[src/rtl/mem_arbiter_if.sv]
// Bundle of fetch, MEM-stage and byte-wide RAM signals around mem_arbiter.
// slave is the arbiter's view; master is the view of the requesters and the RAM.
interface mem_arbiter_if #(
  parameter int ADDR_W = 32
);
  logic              if_req_i;
  logic [ADDR_W-1:0] if_addr_i;
  logic              flush_i;
  logic              if_ready_o;
  logic [31:0]       if_data_o;

  logic              mem_req_i;
  logic              mem_we_i;
  logic [1:0]        mem_size_i;
  logic [ADDR_W-1:0] mem_addr_i;
  logic [31:0]       mem_wdata_i;
  logic              mem_ready_o;
  logic [31:0]       mem_rdata_o;

  logic [ADDR_W-1:0] ram_addr_o;
  logic              ram_we_o;
  logic [7:0]        ram_dout_o;
  logic [7:0]        ram_din_i;
  logic              busy_o;

  modport slave (
    input  if_req_i, if_addr_i, flush_i,
    input  mem_req_i, mem_we_i, mem_size_i, mem_addr_i, mem_wdata_i,
    input  ram_din_i,
    output if_ready_o, if_data_o, mem_ready_o, mem_rdata_o,
    output ram_addr_o, ram_we_o, ram_dout_o, busy_o
  );

  modport master (
    output if_req_i, if_addr_i, flush_i,
    output mem_req_i, mem_we_i, mem_size_i, mem_addr_i, mem_wdata_i,
    output ram_din_i,
    input  if_ready_o, if_data_o, mem_ready_o, mem_rdata_o,
    input  ram_addr_o, ram_we_o, ram_dout_o, busy_o
  );
endinterface

[src/rtl/mem_arbiter.sv]
// Shares one byte-wide RAM port between instruction fetch and the MEM stage,
// serialising each access into byte cycles and reassembling little-endian words.
module mem_arbiter #(
  parameter int ADDR_W = 32,
  parameter bit FAIR   = 1'b1
) (
  input logic          clk,
  input logic          rst,
  mem_arbiter_if.slave bus
);

  localparam logic [1:0] S_IDLE = 2'd0;
  localparam logic [1:0] S_RD   = 2'd1;
  localparam logic [1:0] S_WR   = 2'd2;
  localparam logic [1:0] S_DONE = 2'd3;

  localparam logic OWN_IF  = 1'b0;
  localparam logic OWN_MEM = 1'b1;

  logic [1:0]        state_q, state_d;
  logic [2:0]        n_q, n_d;
  logic [2:0]        k_q, k_d;
  logic [ADDR_W-1:0] base_q, base_d;
  logic              owner_q, owner_d;
  logic              last_grant_q, last_grant_d;
  logic [31:0]       wdata_q, wdata_d;
  logic [31:0]       rbuf_q, rbuf_d;
  logic [31:0]       if_data_q, if_data_d;
  logic [31:0]       mem_rdata_q, mem_rdata_d;

  logic              grant_mem;
  logic [2:0]        mem_n;
  logic [ADDR_W-1:0] cur_addr;

  assign mem_n = (bus.mem_size_i == 2'd0) ? 3'd1 :
                 (bus.mem_size_i == 2'd1) ? 3'd2 : 3'd4;

  // On a tie, the fair policy hands the port to IF only right after a MEM grant.
  assign grant_mem = bus.mem_req_i &&
                     (!bus.if_req_i || !FAIR || (last_grant_q == OWN_IF));

  assign cur_addr = base_q + {{(ADDR_W-3){1'b0}}, k_q};

  always_comb begin
    // NOTE: every variable gets its hold value first so no path leaves it unassigned (no latch).
    state_d      = state_q;
    n_d          = n_q;
    k_d          = k_q;
    base_d       = base_q;
    owner_d      = owner_q;
    last_grant_d = last_grant_q;
    wdata_d      = wdata_q;
    rbuf_d       = rbuf_q;
    if_data_d    = if_data_q;
    mem_rdata_d  = mem_rdata_q;

    case (state_q)
      S_IDLE: begin
        if (bus.if_req_i || bus.mem_req_i) begin
          k_d          = 3'd0;
          rbuf_d       = 32'h0;
          owner_d      = grant_mem;
          last_grant_d = grant_mem;
          if (grant_mem) begin
            base_d  = bus.mem_addr_i;
            n_d     = mem_n;
            wdata_d = bus.mem_wdata_i;
            state_d = bus.mem_we_i ? S_WR : S_RD;
          end else begin
            base_d  = bus.if_addr_i;
            n_d     = 3'd4;
            state_d = S_RD;
          end
        end
      end

      S_RD: begin
        if (bus.flush_i && (owner_q == OWN_IF)) begin
          state_d = S_IDLE;
        end else begin
          // RAM data lags its address by one cycle, so cycle k returns byte k-1.
          for (int b = 0; b < 4; b++) begin
            if (k_q == 3'(b + 1)) rbuf_d[8*b +: 8] = bus.ram_din_i;
          end
          if (k_q == n_q) begin
            state_d = S_DONE;
            if (owner_q == OWN_IF) if_data_d = rbuf_d;
            else                   mem_rdata_d = rbuf_d;
          end else begin
            k_d = k_q + 3'd1;
          end
        end
      end

      S_WR: begin
        if (k_q == n_q - 3'd1) state_d = S_DONE;
        else                   k_d = k_q + 3'd1;
      end

      S_DONE:  state_d = S_IDLE;
      default: state_d = S_IDLE;
    endcase
  end

  logic [ADDR_W-1:0] ram_addr;
  logic              ram_we;
  logic [7:0]        ram_dout;

  always_comb begin
    ram_addr = '0;
    ram_we   = 1'b0;
    ram_dout = 8'h0;
    case (state_q)
      S_RD: if (k_q < n_q) ram_addr = cur_addr;
      S_WR: begin
        ram_we   = 1'b1;
        ram_addr = cur_addr;
        ram_dout = wdata_q[{k_q[1:0], 3'b000} +: 8];
      end
      default: ;
    endcase
  end

  assign bus.ram_addr_o  = ram_addr;
  assign bus.ram_we_o    = ram_we;
  assign bus.ram_dout_o  = ram_dout;
  assign bus.if_ready_o  = (state_q == S_DONE) && (owner_q == OWN_IF);
  assign bus.mem_ready_o = (state_q == S_DONE) && (owner_q == OWN_MEM);
  assign bus.if_data_o   = if_data_q;
  assign bus.mem_rdata_o = mem_rdata_q;
  assign bus.busy_o      = (state_q != S_IDLE);

  // NOTE: sequential state uses non-blocking assignments so every register samples pre-edge values.
  always_ff @(posedge clk or negedge rst) begin
    if (!rst) begin
      state_q      <= S_IDLE;
      n_q          <= 3'd0;
      k_q          <= 3'd0;
      base_q       <= '0;
      owner_q      <= OWN_IF;
      last_grant_q <= OWN_IF;
      wdata_q      <= 32'h0;
      rbuf_q       <= 32'h0;
      if_data_q    <= 32'h0;
      mem_rdata_q  <= 32'h0;
    end else begin
      state_q      <= state_d;
      n_q          <= n_d;
      k_q          <= k_d;
      base_q       <= base_d;
      owner_q      <= owner_d;
      last_grant_q <= last_grant_d;
      wdata_q      <= wdata_d;
      rbuf_q       <= rbuf_d;
      if_data_q    <= if_data_d;
      mem_rdata_q  <= mem_rdata_d;
    end
  end

endmodule

[src/flat_wrapper.sv]
// flat-port wrapper written by rule: the top's interface ports become plain ports
module mem_arbiter_flat 
#(
  parameter int ADDR_W = 32,
  parameter bit FAIR   = 1'b1
)
  (clk, rst, bus_if_req_i, bus_if_addr_i, bus_flush_i, bus_mem_req_i, bus_mem_we_i, bus_mem_size_i, bus_mem_addr_i, bus_mem_wdata_i, bus_ram_din_i, bus_if_ready_o, bus_if_data_o, bus_mem_ready_o, bus_mem_rdata_o, bus_ram_addr_o, bus_ram_we_o, bus_ram_dout_o, bus_busy_o);
  mem_arbiter_if #(.ADDR_W(ADDR_W)) bus_i ();
  input logic clk;
  input logic rst;
  input wire logic [$bits(bus_i.if_req_i)-1:0] bus_if_req_i;
  input wire logic [$bits(bus_i.if_addr_i)-1:0] bus_if_addr_i;
  input wire logic [$bits(bus_i.flush_i)-1:0] bus_flush_i;
  input wire logic [$bits(bus_i.mem_req_i)-1:0] bus_mem_req_i;
  input wire logic [$bits(bus_i.mem_we_i)-1:0] bus_mem_we_i;
  input wire logic [$bits(bus_i.mem_size_i)-1:0] bus_mem_size_i;
  input wire logic [$bits(bus_i.mem_addr_i)-1:0] bus_mem_addr_i;
  input wire logic [$bits(bus_i.mem_wdata_i)-1:0] bus_mem_wdata_i;
  input wire logic [$bits(bus_i.ram_din_i)-1:0] bus_ram_din_i;
  output wire logic [$bits(bus_i.if_ready_o)-1:0] bus_if_ready_o;
  output wire logic [$bits(bus_i.if_data_o)-1:0] bus_if_data_o;
  output wire logic [$bits(bus_i.mem_ready_o)-1:0] bus_mem_ready_o;
  output wire logic [$bits(bus_i.mem_rdata_o)-1:0] bus_mem_rdata_o;
  output wire logic [$bits(bus_i.ram_addr_o)-1:0] bus_ram_addr_o;
  output wire logic [$bits(bus_i.ram_we_o)-1:0] bus_ram_we_o;
  output wire logic [$bits(bus_i.ram_dout_o)-1:0] bus_ram_dout_o;
  output wire logic [$bits(bus_i.busy_o)-1:0] bus_busy_o;
  assign bus_i.if_req_i = bus_if_req_i;
  assign bus_i.if_addr_i = bus_if_addr_i;
  assign bus_i.flush_i = bus_flush_i;
  assign bus_i.mem_req_i = bus_mem_req_i;
  assign bus_i.mem_we_i = bus_mem_we_i;
  assign bus_i.mem_size_i = bus_mem_size_i;
  assign bus_i.mem_addr_i = bus_mem_addr_i;
  assign bus_i.mem_wdata_i = bus_mem_wdata_i;
  assign bus_i.ram_din_i = bus_ram_din_i;
  assign bus_if_ready_o = bus_i.if_ready_o;
  assign bus_if_data_o = bus_i.if_data_o;
  assign bus_mem_ready_o = bus_i.mem_ready_o;
  assign bus_mem_rdata_o = bus_i.mem_rdata_o;
  assign bus_ram_addr_o = bus_i.ram_addr_o;
  assign bus_ram_we_o = bus_i.ram_we_o;
  assign bus_ram_dout_o = bus_i.ram_dout_o;
  assign bus_busy_o = bus_i.busy_o;
  mem_arbiter #(.ADDR_W(ADDR_W), .FAIR(FAIR)) u_core (.clk(clk), .rst(rst), .bus(bus_i));
endmodule
[config.mk]
export PLATFORM = sky130hd
export DESIGN_NAME = mem_arbiter_flat
export DESIGN_NICKNAME = d
export VERILOG_FILES = /design/src/rtl/mem_arbiter_if.sv /design/src/rtl/mem_arbiter.sv /design/src/flat_wrapper.sv
export SDC_FILE = /design/constraint.sdc
export NUM_CORES = 1
export LEC_CHECK = 0
export ABC_AREA = 0
export CORE_MARGIN = 5
export CORE_UTILIZATION = 53
export CTS_CLUSTER_DIAMETER = 150
export DETAILED_ROUTE_END_ITERATION = 7
export PLACE_DENSITY = 0.95
export SLEW_MARGIN = 20
export SYNTH_ARGS = -nofsm -noshare
export SYNTH_HDL_FRONTEND = slang
export SYNTH_SLANG_ARGS = --single-unit
export TNS_END_PERCENT = 5
[constraint.sdc]
create_clock -name clk -period 6.9 [get_ports clk]
set_input_delay 2.07 -clock clk [delete_from_list [all_inputs] [get_ports clk]]
set_output_delay 2.07 -clock clk [all_outputs]
set_load 0.1 [all_outputs]
== Word-level counts from Yosys, hierarchy flattened ==
Index checks and enable logic that the tools add are counted.
Cells by class
  $add $sub $neg: 3
  magnitude comparators: 1
  equality and inequality tests: 16
  shift operators: 1
  multiplexer cells: 27
  bitwise gates (word level): 2
  reductions and logical operators: 19
Operators with widths (count)
  2-to-1 mux 32 bit: 4
  case mux 32 bit (2 select lines): 2
  2-to-1 mux 8 bit: 5
  adder 32 x 3 -> 32 bit: 1
  indexed part select 32 x 6 -> 8 bit: 1
  2-to-1 mux 3 bit: 7
  2-to-1 mux 2 bit: 6
  case mux 3 bit (3 select lines): 1
  AND reduction 3 bit: 3
  case mux 2 bit (4 select lines): 1
  AND reduction 4 bit: 2
  equality test 3 x 2 -> 1 bit, second input constant: 2
  equality test 3 bit: 2
  != test 2 bit, second input constant: 3
  AND reduction 5 bit: 1
  equality test 2 x 1 -> 1 bit, second input constant: 2
  equality test 2 bit, second input constant: 2
  logical AND 1 bit: 4
  zero test 2 bit: 2
  != test 2 x 1 -> 1 bit, second input constant: 2
  nonzero test 2 bit: 2
  adder 3 x 1 -> 3 bit, second input constant: 1
  equality test 3 x 1 -> 1 bit, second input constant: 1
  equality test 3 bit, second input constant: 1
  other kinds (9): 11
Word-level totals
  flip-flop bits (word level): 169
  input bits: 112
  output and inout bits: 108
  word-level logic and storage cells: 78

== Logic depth before layout (Yosys ltp) ==
  depth in word-level cells: 6
  depth in mapped cells: 9
  depth with buffers taken out: 8

== Least setup slack after synthesis ==
Ideal clock, no wire load.
  path type: reg2out
  from: reg u_core.state_q[0]
  to: out bus_ram_addr_o[2]
  arrival: 3.703 ns
  data required time: 4.830 ns
  path slack: 1.127 ns
  cell stages (with the launch flop): 5
  buffers on the path: 0
  path through: dfrtp_1 > inv_1 > ha_1 > o21ai_1 > nor3_1
On the way
  longest elaborated chain between the ends: 2
Ends and longest elaborated chain
  start, declared: line mem_arbiter.sv:20  | logic [1:0] state_q, state_d;
  start signal, assigned: line mem_arbiter.sv:147  | state_q <= state_d;
  equality test 2 bit / equality test 2 x 1 -> 1 bit (equally long branches): line mem_arbiter.sv:113  | case (state_q)
  case mux 32 bit (2 select lines) *: line mem_arbiter.sv:113
  end, declared: line flat_wrapper.sv:24  | output wire logic [$bits(bus_i.ram_addr_o)-1:0] bus_ram_addr_o;
Every way passes the cells marked *; elsewhere a longest branch is shown, timed or not.

== Worst setup path after layout ==
  from: reg u_core.k_q[0]
  to: out bus_ram_addr_o[8]
On the way
  longest elaborated chain between the ends: 3
Ends and longest elaborated chain
  start, declared: line mem_arbiter.sv:22  | logic [2:0] k_q, k_d;
  start signal, assigned: line mem_arbiter.sv:149  | k_q <= k_d;
  adder 32 x 3 -> 32 bit / < comparator 3 bit (equally long branches): line mem_arbiter.sv:42, mem_arbiter.sv:114
  2-to-1 mux 32 bit: line mem_arbiter.sv:114  | S_RD: if (k_q < n_q) ram_addr = cur_addr;
  case mux 32 bit (2 select lines) *: line mem_arbiter.sv:113
Marks and branches as above.

==> impl_metrics.json <==
{
  "cts_buffers": 17,
  "ys_seq_area_share_pct": 50.2,
  "slew_headroom_pct": 29.5,
  "layout-drive-gt1-share_pct": 8.81,
  "rsz0062_at_grt": "false",
  "skew_ns": 0.00630,
  "cts_resized": 0,
  "root_buffer": "clkbuf_16",
  "layout_common_cells": "208 x clkdlybuf4s50_1, 169 x dfrtp_1, 149 x nand2_1, 130 x o21ai_0, 59 x mux2i_1",
  "track_usage_pct": 25.3,
  "synth-main-ff-cell": "dfrtp_1",
  "async_reset_ff_share_pct": 100,
  "yosysTopAreaCellShare_pct": 50.2,
  "final_nets": 1161,
  "grt_pass1_vias": 7233,
  "ys.warnings.count": 0,
  "placementRows": 46,
  "cts_buffer_depth": 2,
  "ys_ff_latch": 169,
  "worst_slew_pin_slew_ns": 1.06,
  "initial_utilization_pct": 53.6,
  "crit_arrival_ns": 4.07,
  "gr-total-overflow": 0,
  "outcome": "completed",
  "min_period_ns": 6.14,
  "antenna_found_initial": 0,
  "synth.area.top_cells": "dfrtp_1 50%, o21ai_0 7.7%, mux2i_1 7.0%",
  "port-buffer-count": 219,
  "drv_cap": 0,
  "crit_type": "flop to output port",
  "setup_viol": 0,
  "htreeDepth": 4,
  "end_kind": "output port",
  "syn_avg_cell_area_um2": 10.0,
  "clkTransAtPathRegs_ns": 0.06,
  "first_pass_iters": 5,
  "cts_tree": "done",
  "drtAntennaViolNets": 0,
  "synth_nets": 968,
  "synth_area_um2": 8420,
  "grt_max_degree": 115,
  "drv_slew": 0,
  "final_common_cell": "clkdlybuf4s50_1",
  "hold_depth": 2,
  "crit_fanout": 12,
  "cts-hold-fix-buffers": 0,
  "routabilityCongestion": 0.799,
  "grt_pass1_wl_um": 37000,
  "reg2reg_depth": 6,
  "coreArea_um2": 15700,
  "syn_inst": 839,
  "fp.dieH_um": 136,
  "fin_tns_setup_ns": 0,
  "io_pins": 220,
  "vias": 7065,
  "rrSetupSlack_ns": 3.90,
  "dp_hpwl_um": 16300,
  "areaGrowthSynthToFinish_pct": 34.5,
  "hp-class": "flop to flop",
  "cts_sinks": 169,
  "synth_top_cell_by_area": "dfrtp_1",
  "routed_via_density": 5.61,
  "worstPathRequired_ns": 4.83,
  "die_w_um": 136,
  "wl_per_cell_um": 18.2,
  "fillers": 1056,
  "cp-start-kind": "flop",
  "finalCritPeriodShare_pct": 89.0,
  "wl_um": 23000,
  "finalHoldViolations": 0,
  "diodes": 0,
  "clkLatencyLatePin_ns": 0.42,
  "synth_edf_count": 0,
  "yosysUniqueCellTypes": 48,
  "cts_setup_buffers": 0,
  "die-area_um2": 18500,
  "drt-initial-drc-count": 605,
  "multiInputGateArea_um2": 3950,
  "seq_area_um2": 4230,
  "clock.fmax_mhz": 163,
  "fin_hold_ws_ns": 0.478,
  "drc": 0
}
==> critical path: stages, from the launching register on <==
cell	delay (ns)
dfrtp_1	0.78
ha_1	0.30
inv_1	0.06
fa_1	0.39
nor2b_1	0.31
o21ba_2	0.24
nand4_1	0.14
xor2_1	0.18
nor2_1	0.10
clkdlybuf4s50_1	1.14
==> through the flow <==
| step | std cells | utilization [%] | setup WS (ns) | instance area (um^2) |
|---|---|---|---|---|
| after CTS | 1260 | 72.1 | 0.716 | 11300 |
| after global routing | 1260 | 72.1 | 0.498 | 11300 |
| after floorplan | 839 | - | 1.13 | 8420 |
| after global placement | 1229 | 68.2 | 1.39 | 10700 |
| final | 1260 | 72.1 | 0.760 | 11300 |
| after detailed placement | 1229 | 68.2 | 1.24 | 10700 |
==> final timing paths <==
| check | from | endpoint |
|---|---|---|
| setup / recovery | u_core.k_q[0] | bus_ram_addr_o[8] |
| hold / removal | u_core.bus.if_data_o[24] | u_core.bus.if_data_o[24] |
| setup reg to reg | u_core.k_q[0] | u_core.bus.if_data_o[8] |
| hold reg to reg | u_core.bus.if_data_o[24] | u_core.bus.if_data_o[24] |
| max in group asynchronous | rst | u_core.bus.mem_rdata_o[23] |
| min in group asynchronous | rst | u_core.wdata_q[24] |
==> sequential cells by signal, indices dropped and copies added, names as in the netlist <==
name and cells:
u_core.wdata_q 32, u_core.n_q 3, u_core.owner_q 1, u_core.bus.mem_rdata_o 32
u_core.rbuf_q 32, u_core.base_q 32, u_core.bus.if_data_o 32, u_core.state_q 2
u_core.k_q 3
==> synthesized netlist by cell type (all sizes together) (2+ instances only) <==
| cell type | number |
|---|---|
| a21boi | 3 |
| a21oi | 21 |
| a22oi | 24 |
| and2 | 11 |
| and3 | 4 |
| buf | 12 |
| clkbuf | 38 |
| dfrtp | 169 |
| ha | 16 |
| inv | 17 |
| mux2 | 34 |
| mux2i | 59 |
| mux4 | 8 |
| nand2 | 151 |
| nand2b | 2 |
| nand3 | 10 |
| nand4 | 11 |
| nor2 | 40 |
| nor2b | 11 |
| nor3 | 9 |
| nor4 | 7 |
| o21ai | 136 |
| o21bai | 2 |
| or3 | 5 |
| xnor2 | 17 |
| xor2 | 12 |
==> kinds of logic (layout without fill, tap and decap cells) <==
group           after synthesis  count (layout)  synth area share, %
fa+ha+maj                    17              17                 2.62
xor+xnor                     29              29                 3.02
mux                         101             101                 13.7
compound gates              193             193                 12.6
simple gates                263             263                 14.6
flops                       169             169                 50.2
buf+inv                      67             272                 3.18
==> area by class of cell <==
| cell class | instances | share of cell area [%] |
|---|---|---|
| sequential | 169 | 37.3 |
| multi-input combinational | 603 | 34.9 |
| timing repair buffer | 224 | 19.5 |
| clock buffer | 17 | 3.76 |
| tap | 216 | 2.39 |
| clock inverter | 14 | 1.55 |
| inverter | 17 | 0.563 |
==> per-layer routing <==
metal | GRT usage [%] | vias up | routed length (um)
li1 | - | 3297 | -
met1 | 31.1 | 3455 | 9000
met2 | 43.3 | 275 | 11700
met3 | 6.44 | 38 | 1730
met4 | 9.01 | 0 | 498
met5 | 0 | - | 0
Power is left out: the tool's default activity adds up to more than one toggle a clock period on the data nets, which glitch-free logic cannot reach.
